[src/rtl/escalonador_de_leitura_pkg.sv]
// Shared definitions for the sensor read scheduler: requester count, state
// encoding, default timing constants and the round-robin winner search.
package escalonador_de_leitura_pkg;

    localparam int NUM_REQ   = 4;
    localparam int REQ_IDX_W = 2;

    localparam int DEF_CLK_HZ        = 50_000_000;
    localparam int DEF_TICK_HZ       = 1_000_000;
    localparam int DEF_GUARD_TICKS   = 2_000_000;
    localparam int DEF_TIMEOUT_TICKS = 30_000;

    typedef enum logic [1:0] {
        ST_IDLE  = 2'd0,
        ST_GRANT = 2'd1,
        ST_BUSY  = 2'd2,
        ST_GUARD = 2'd3
    } estado_t;

    // Scans farthest offset first so the requester closest to ptr overwrites last.
    function automatic logic [REQ_IDX_W-1:0] rr_winner(
        input logic [NUM_REQ-1:0]   req_vec,
        input logic [REQ_IDX_W-1:0] ptr
    );
        logic [REQ_IDX_W-1:0] idx;
        rr_winner = ptr;
        for (int k = NUM_REQ - 1; k >= 0; k--) begin
            idx = ptr + REQ_IDX_W'(k);
            if (req_vec[idx]) rr_winner = idx;
        end
    endfunction

endpackage

[src/rtl/escalonador_de_leitura_tick.sv]
// Free-running clock-enable generator: one-cycle tick every DIV clocks.
module gerador_de_tick #(
    parameter int DIV = 50
) (
    input  logic clock_SYS,
    input  logic reset,
    output logic tick
);

    localparam int CNT_W = (DIV > 1) ? $clog2(DIV) : 1;

    logic [CNT_W-1:0] count_reg;
    logic [CNT_W-1:0] count_next;

    assign tick = (count_reg == CNT_W'(DIV - 1));

    always_comb begin
        count_next = tick ? '0 : count_reg + 1'b1;
    end

    always_ff @(posedge clock_SYS) begin
        if (reset) begin
            count_reg <= '0;
        end else begin
            count_reg <= count_next;
        end
    end

endmodule

[src/rtl/escalonador_de_leitura.sv]
// Round-robin arbiter giving four requesters exclusive, guarded and
// time-limited access to one shared sensor engine.
module escalonador_de_leitura
    import escalonador_de_leitura_pkg::*;
#(
    parameter int CLK_HZ        = DEF_CLK_HZ,
    parameter int TICK_HZ       = DEF_TICK_HZ,
    parameter int GUARD_TICKS   = DEF_GUARD_TICKS,
    parameter int TIMEOUT_TICKS = DEF_TIMEOUT_TICKS
) (
    input  logic               clock_SYS,
    input  logic               reset,
    input  logic [NUM_REQ-1:0] req,
    output logic [NUM_REQ-1:0] grant,
    output logic [NUM_REQ-1:0] ack,
    output logic               ack_err,
    output logic               engine_start,
    input  logic               engine_done,
    input  logic               engine_error,
    output logic               tick,
    output logic               busy
);

    localparam int DIV  = CLK_HZ / TICK_HZ;
    localparam int TO_W = $clog2(TIMEOUT_TICKS + 1);
    localparam int GD_W = $clog2(GUARD_TICKS + 1);

    estado_t              state_reg,   state_next;
    logic [REQ_IDX_W-1:0] ptr_reg,     ptr_next;
    logic [NUM_REQ-1:0]   grant_reg,   grant_next;
    logic [TO_W-1:0]      timeout_reg, timeout_next;
    logic [GD_W-1:0]      guard_reg,   guard_next;

    logic [REQ_IDX_W-1:0] winner;
    logic [NUM_REQ-1:0]   winner_onehot;
    logic                 timed_out;

    gerador_de_tick #(.DIV(DIV)) u_tick (
        .clock_SYS (clock_SYS),
        .reset     (reset),
        .tick      (tick)
    );

    assign winner = rr_winner(req, ptr_reg);

    for (genvar gi = 0; gi < NUM_REQ; gi++) begin : g_onehot
        assign winner_onehot[gi] = (winner == REQ_IDX_W'(gi));
    end

    assign timed_out = (timeout_reg == TO_W'(TIMEOUT_TICKS));
    assign grant     = grant_reg;
    assign busy      = (state_reg != ST_IDLE);

    always_comb begin
        state_next   = state_reg;
        ptr_next     = ptr_reg;
        grant_next   = grant_reg;
        timeout_next = timeout_reg;
        guard_next   = guard_reg;
        ack          = '0;
        ack_err      = 1'b0;
        engine_start = 1'b0;

        case (state_reg)
            ST_IDLE: begin
                if (|req) begin
                    grant_next = winner_onehot;
                    ptr_next   = winner + 1'b1;
                    state_next = ST_GRANT;
                end
            end
            ST_GRANT: begin
                engine_start = 1'b1;
                timeout_next = '0;
                state_next   = ST_BUSY;
            end
            ST_BUSY: begin
                // A successful completion outranks a simultaneous error or timeout.
                if (engine_done || engine_error || timed_out) begin
                    ack        = grant_reg;
                    ack_err    = !engine_done;
                    grant_next = '0;
                    guard_next = '0;
                    state_next = ST_GUARD;
                end else if (tick) begin
                    timeout_next = timeout_reg + 1'b1;
                end
            end
            ST_GUARD: begin
                if (guard_reg == GD_W'(GUARD_TICKS)) begin
                    state_next = ST_IDLE;
                end else if (tick) begin
                    guard_next = guard_reg + 1'b1;
                end
            end
            default: state_next = ST_IDLE;
        endcase

        // An access interrupted by reset must never report completion.
        if (reset) begin
            ack          = '0;
            ack_err      = 1'b0;
            engine_start = 1'b0;
        end
    end

    always_ff @(posedge clock_SYS) begin
        if (reset) begin
            state_reg   <= ST_IDLE;
            ptr_reg     <= '0;
            grant_reg   <= '0;
            timeout_reg <= '0;
            guard_reg   <= '0;
        end else begin
            state_reg   <= state_next;
            ptr_reg     <= ptr_next;
            grant_reg   <= grant_next;
            timeout_reg <= timeout_next;
            guard_reg   <= guard_next;
        end
    end

endmodule
[config.mk]
export PLATFORM = sky130hd
export DESIGN_NAME = escalonador_de_leitura
export DESIGN_NICKNAME = d
export VERILOG_FILES = /design/src/rtl/escalonador_de_leitura_pkg.sv /design/src/rtl/escalonador_de_leitura_tick.sv /design/src/rtl/escalonador_de_leitura.sv
export SDC_FILE = /design/constraint.sdc
export NUM_CORES = 1
export LEC_CHECK = 0
export ABC_AREA = 1
export CORE_MARGIN = 2
export CORE_UTILIZATION = 36
export CTS_CLUSTER_SIZE = 12
export DETAILED_ROUTE_END_ITERATION = 8
export PLACE_DENSITY = 0.5
export SLEW_MARGIN = 15
export SYNTH_ARGS = -nofsm -noshare
export SYNTH_HDL_FRONTEND = slang
export SYNTH_SLANG_ARGS = --single-unit
[constraint.sdc]
create_clock -name clock_SYS -period 3.6 [get_ports clock_SYS]
set_input_delay 0.54 -clock clock_SYS [delete_from_list [all_inputs] [get_ports clock_SYS]]
set_output_delay 0.54 -clock clock_SYS [all_outputs]
set_load 0.03 [all_outputs]
### Word-level counts from Yosys, hierarchy flattened

Index checks and enable logic that the tools add are counted.

* order comparisons: 4
* equal/unequal tests: 16
* add/sub/neg operators: 7
* mux-type cells: 34
* reduce and logical (&&, ||, !) cells: 16

Operator list (count)
* $mux 21: 3
* $pmux 21 s2: 1
* $mux 15: 2
* $pmux 15 s2: 1
* $add 21x1->21 const B: 1
* $eq 21x21->1 const B: 1
* $mux 4: 5
* $add 15x1->15 const B: 1
* $eq 15x15->1 const B: 1
* $mux 2: 7
* $lt 2x3->1 const B: 4
* $ne 2x2->1 const B: 5
* $mux 1: 9
* $reduce_and 3->1: 3
* $bmux 1 s2: 4
* $eq 2x2->1 const B: 4
* $pmux 2 s4: 1
* $pmux 4 s2: 1
* $reduce_bool 2->1: 4
* $add 6x1->6 const B: 1
* $eq 6x6->1 const B: 1
* $add 2x1->2 const B: 2
* $add 2x2->2 const B: 2
* $eq 2x1->1 const B: 2
* other kinds (8): 11

* flip-flop bits (word level): 50
* logic and storage cells: 83
* output and inout port bits: 12

### Logic depth before layout (Yosys ltp)

* depth after elaboration: 10
* depth in mapped cells: 15
* gate-level depth less buffers: 14

### Cells and area by module

A second synthesis with hierarchy kept.

* cells, all modules: 534
* area, all modules: 3313.2 µm²

By module, submodules not included
* escalonador_de_leitura: cells each 500, area each 3030.4 µm², times used 1
* gerador_de_tick: cells each 34, area each 282.8 µm², times used 1

### Worst setup path before layout

OpenSTA, ideal clock, no wires.

* path type: reg2out
* start point: register timeout_reg[0]
* end point: output ack[0]
* data required time: 3.060 ns
* buffers on the path: 0
* setup slack: 1.600 ns
* stages on the path, launching flop included: 9
* arrival: 1.460 ns
* cell sequence: dfxtp_1 > inv_1 > ha_1 > nand3_1 > nor3_2 > nand2_2 > nand2_1 > nand3_1 > nor2_1

* longest elaborated chain between the ends: 5

RTL lines
* start: declaration: RTL line escalonador_de_leitura.sv:31 `logic [TO_W-1:0] timeout_reg, timeout_next;`
* start signal: assignment: RTL line escalonador_de_leitura.sv:118 `timeout_reg <= timeout_next;`
* $eq 15x15->1: RTL line escalonador_de_leitura.sv:50 `assign timed_out = (timeout_reg == TO_W'(TIMEOUT_TICKS));`
* $logic_or 1x1->1: RTL line escalonador_de_leitura.sv:79 `if (engine_done || engine_error || timed_out) begin`
* $mux 4: RTL line escalonador_de_leitura.sv:79
* $mux 4: RTL line escalonador_de_leitura.sv:64 `case (state_reg)`
* $mux 4: RTL line escalonador_de_leitura.sv:100 `if (reset) begin`
* end: declaration: RTL line escalonador_de_leitura.sv:15 `output logic [NUM_REQ-1:0] ack,`

Every way passes these cells.

### Final worst setup path

* start point: register timeout_reg[0]
* end point: output ack_err

* longest elaborated chain between the ends: 5

RTL lines
* $eq 15x15->1: RTL line escalonador_de_leitura.sv:50
* $logic_or 1x1->1: RTL line escalonador_de_leitura.sv:79
* $mux 1: RTL line escalonador_de_leitura.sv:79
* $mux 1: RTL line escalonador_de_leitura.sv:64
* $mux 1: RTL line escalonador_de_leitura.sv:100
* end: declaration: RTL line escalonador_de_leitura.sv:16 `output logic ack_err,`

Every way passes these cells.

==> results.yml <==
status:
  status: "completed"
yosys:
  syn_nets: 568
  synth_area_per_cell_um2: 6.29
  synthCells: 549
  synth-edff-count: 0
  ys_types: 34
  yosysMostFrequentCell: "nand2_1"
  synth_seq_cells: 50
  netlist_area_um2: 3450
  synthTopCellsByArea: "dfxtp_1, nand2_1, nand3_1, nor2_1, a21oi_1"
  ys_warn_count: 0
  yosysSeqAreaShare_pct: 29.0
  yosysTopAreaCell: "dfxtp_1"
  synth_top_area_share_pct: 29.0
  async_reset_ff_share_pct: 0
  synth_common_cells: "nand2_1, nor2_1, nand3_1, inv_1, dfxtp_1"
  ys.flop_type: "dfxtp_1"
setup_path:
  start_kind: "flop"
  path_class: "reg -> out"
  critical_path_arrival_ns: 2.39
  critPathMaxFanout: 6
  critPathCaptureType: "output pin"
  r2r_slack_ns: 1.18
  cp.required_ns: 3.06
sta:
  min_period_ns: 2.93
  setup_tns_ns: 0
  relSlewSlack_pct: 55.5
  fmax_mhz: 341
  fin_skew_ns: 0.0119
  setup_viol: 0
  fin_crit_sh_pct: 81.4
  worst_pin_slew_ns: 0.667
  drv_slew: 0
  final_hold_viol_count: 0
  rsz0062_at_grt: "no"
detailed_routing:
  final_antenna_net_count: 0
  first_pass_iters: 5
  drc: 0
  wirelength_mm: 8.41
  via_count: 3331
  routedWlPerCell_um: 12.2
  post_drt_via_cell_ratio: 4.82
  drt_iter0_markers: 187
floorplanning:
  die_area_um2: 10400
  die_width_um: 102
  pin_count: 20
  start_util_pct: 37.2
  rows: 35
  core-area_um2: 9280
  die_h_um: 102
placement:
  dpl.hpwl_mm: 6.05
  gp_congestion: 0.858
  buffer_ports.inserted: 19
  placed_area_um2: 3710
cts:
  cts_hold_buf: 0
  clock_path_buffers: 2
  clk_pin_slew_ns: 0.11
  cts_resized: 0
  cts_root_buf: "clkbuf_8"
  cts_made_buffers: 5
  cts_sinks: 50
  cts_tree: "built"
  post_cts.repair.setup_buffers: 0
  clk-insertion-delay-late_ns: 0.31
  htreeDepth: 2
power_and_ir_drop:
  ir_drop_mv: 0.192
  leakagePower_uw: 0.00135
  p_per_area_nw_per_um2: 506
  p_total_uw: 1930
layout:
  final_area_um2: 3800
  postLayoutCoreUtil_pct: 41.0
  largest_register_ffs: 21
  drive_gt1_share_pct: 6.76
  area_delta_synth_final_pct: 10.1
  antenna_cells: 0
  nets: 580
job:
  cap_violations: 0
global_route:
  grt_start_max_net_pins: 37
  grtUsageTotal_pct: 17.3
  grt_antenna_before_repair: 0
  gr-total-overflow: 0
  first_global_vias: 3000
  grt_pass1_wl_mm: 14.6
min_path:
  hp-class: "reg -> reg"
-- where the power goes --
group	switching [uW]	internal (uW)
clock network	215	141
registers	60.6	604
logic	642	263
-- worst max-delay path, cell delays in order, from the launching register on --
cell and delay, ns:
dfxtp_1 0.37, inv_1 0.11, ha_1 0.16, nand3_1 0.09
nor3_2 0.13, nand2_2 0.11, nand2_1 0.07, nand3_1 0.21
nor2_1 0.16, clkdlybuf4s50_1 0.68
-- logic make-up (layout without fill, tap and decap cells) --
kind of cell | Yosys count | in the layout | share of synthesized area, %
AO/OA/AOI/OAI | 52 | 52 | 7.97
XOR/XNOR | 20 | 20 | 5.07
adder cells (fa/ha/maj) | 11 | 11 | 3.98
buffers and inverters | 72 | 85 | 9.42
flip-flops | 50 | 50 | 29.0
AND/OR/NAND/NOR | 344 | 344 | 44.6
-- metrics by stage --
step	std cells	worst slack, ns	hold WS (ns)
global route	691	0.491	0.525
finish	691	0.670	0.479
floorplan	549	1.60	0.433
global placement	683	0.809	0.450
detailed placement	683	0.790	0.458
CTS	691	0.640	0.486
-- layout by cell type, fill, tap and decap left out, drive strengths merged, types with 2 or more instances in the layout --
master	instances
xor2	16
o21ai	7
nor3	15
ha	11
nand3	64
xnor2	4
buf	2
clkinv	3
dfxtp	50
nor2	85
clkdlybuf4s50	19
inv	55
nand2	162
a21oi	45
nand4	12
clkbuf	5
nor3b	4
-- area by class of cell --
class                           count  area (um^2)
Clock inverter                      3         25.0
Multi-Input combinational cell    427         2130
Clock buffer                        5         68.8
Fill cell                        1019         5480
Inverter                           56          215
Timing Repair Buffer               21          205
Tap cell                          129          161
Sequential cell                    50         1000
-- metal layers --
| layer | track usage, % | up-vias | wire length (um) |
|---|---|---|---|
| met5 | 0 | - | 0 |
| met4 | 4.10 | 0 | 93 |
| met3 | 2.26 | 7 | 219 |
| met2 | 26.9 | 39 | 3840 |
| met1 | 25.4 | 1507 | 4260 |
| li1 | - | 1778 | - |
-- worst paths after layout --
path                                                      from  cells after the start                        endpoint
worst max-delay path               timeout_reg[0]$_SDFFE_PP0P_                      9                         ack_err
worst min-delay path            u_tick.count_reg[0]$_SDFF_PP0_                      1  u_tick.count_reg[0]$_SDFF_PP0_
worst max register to register       state_reg[0]$_SDFFE_PP0P_                      7    timeout_reg[13]$_SDFFE_PP0P_
worst min register to register  u_tick.count_reg[0]$_SDFF_PP0_                      1  u_tick.count_reg[0]$_SDFF_PP0_
No activity file was read; power rests on OpenSTA's default activity.
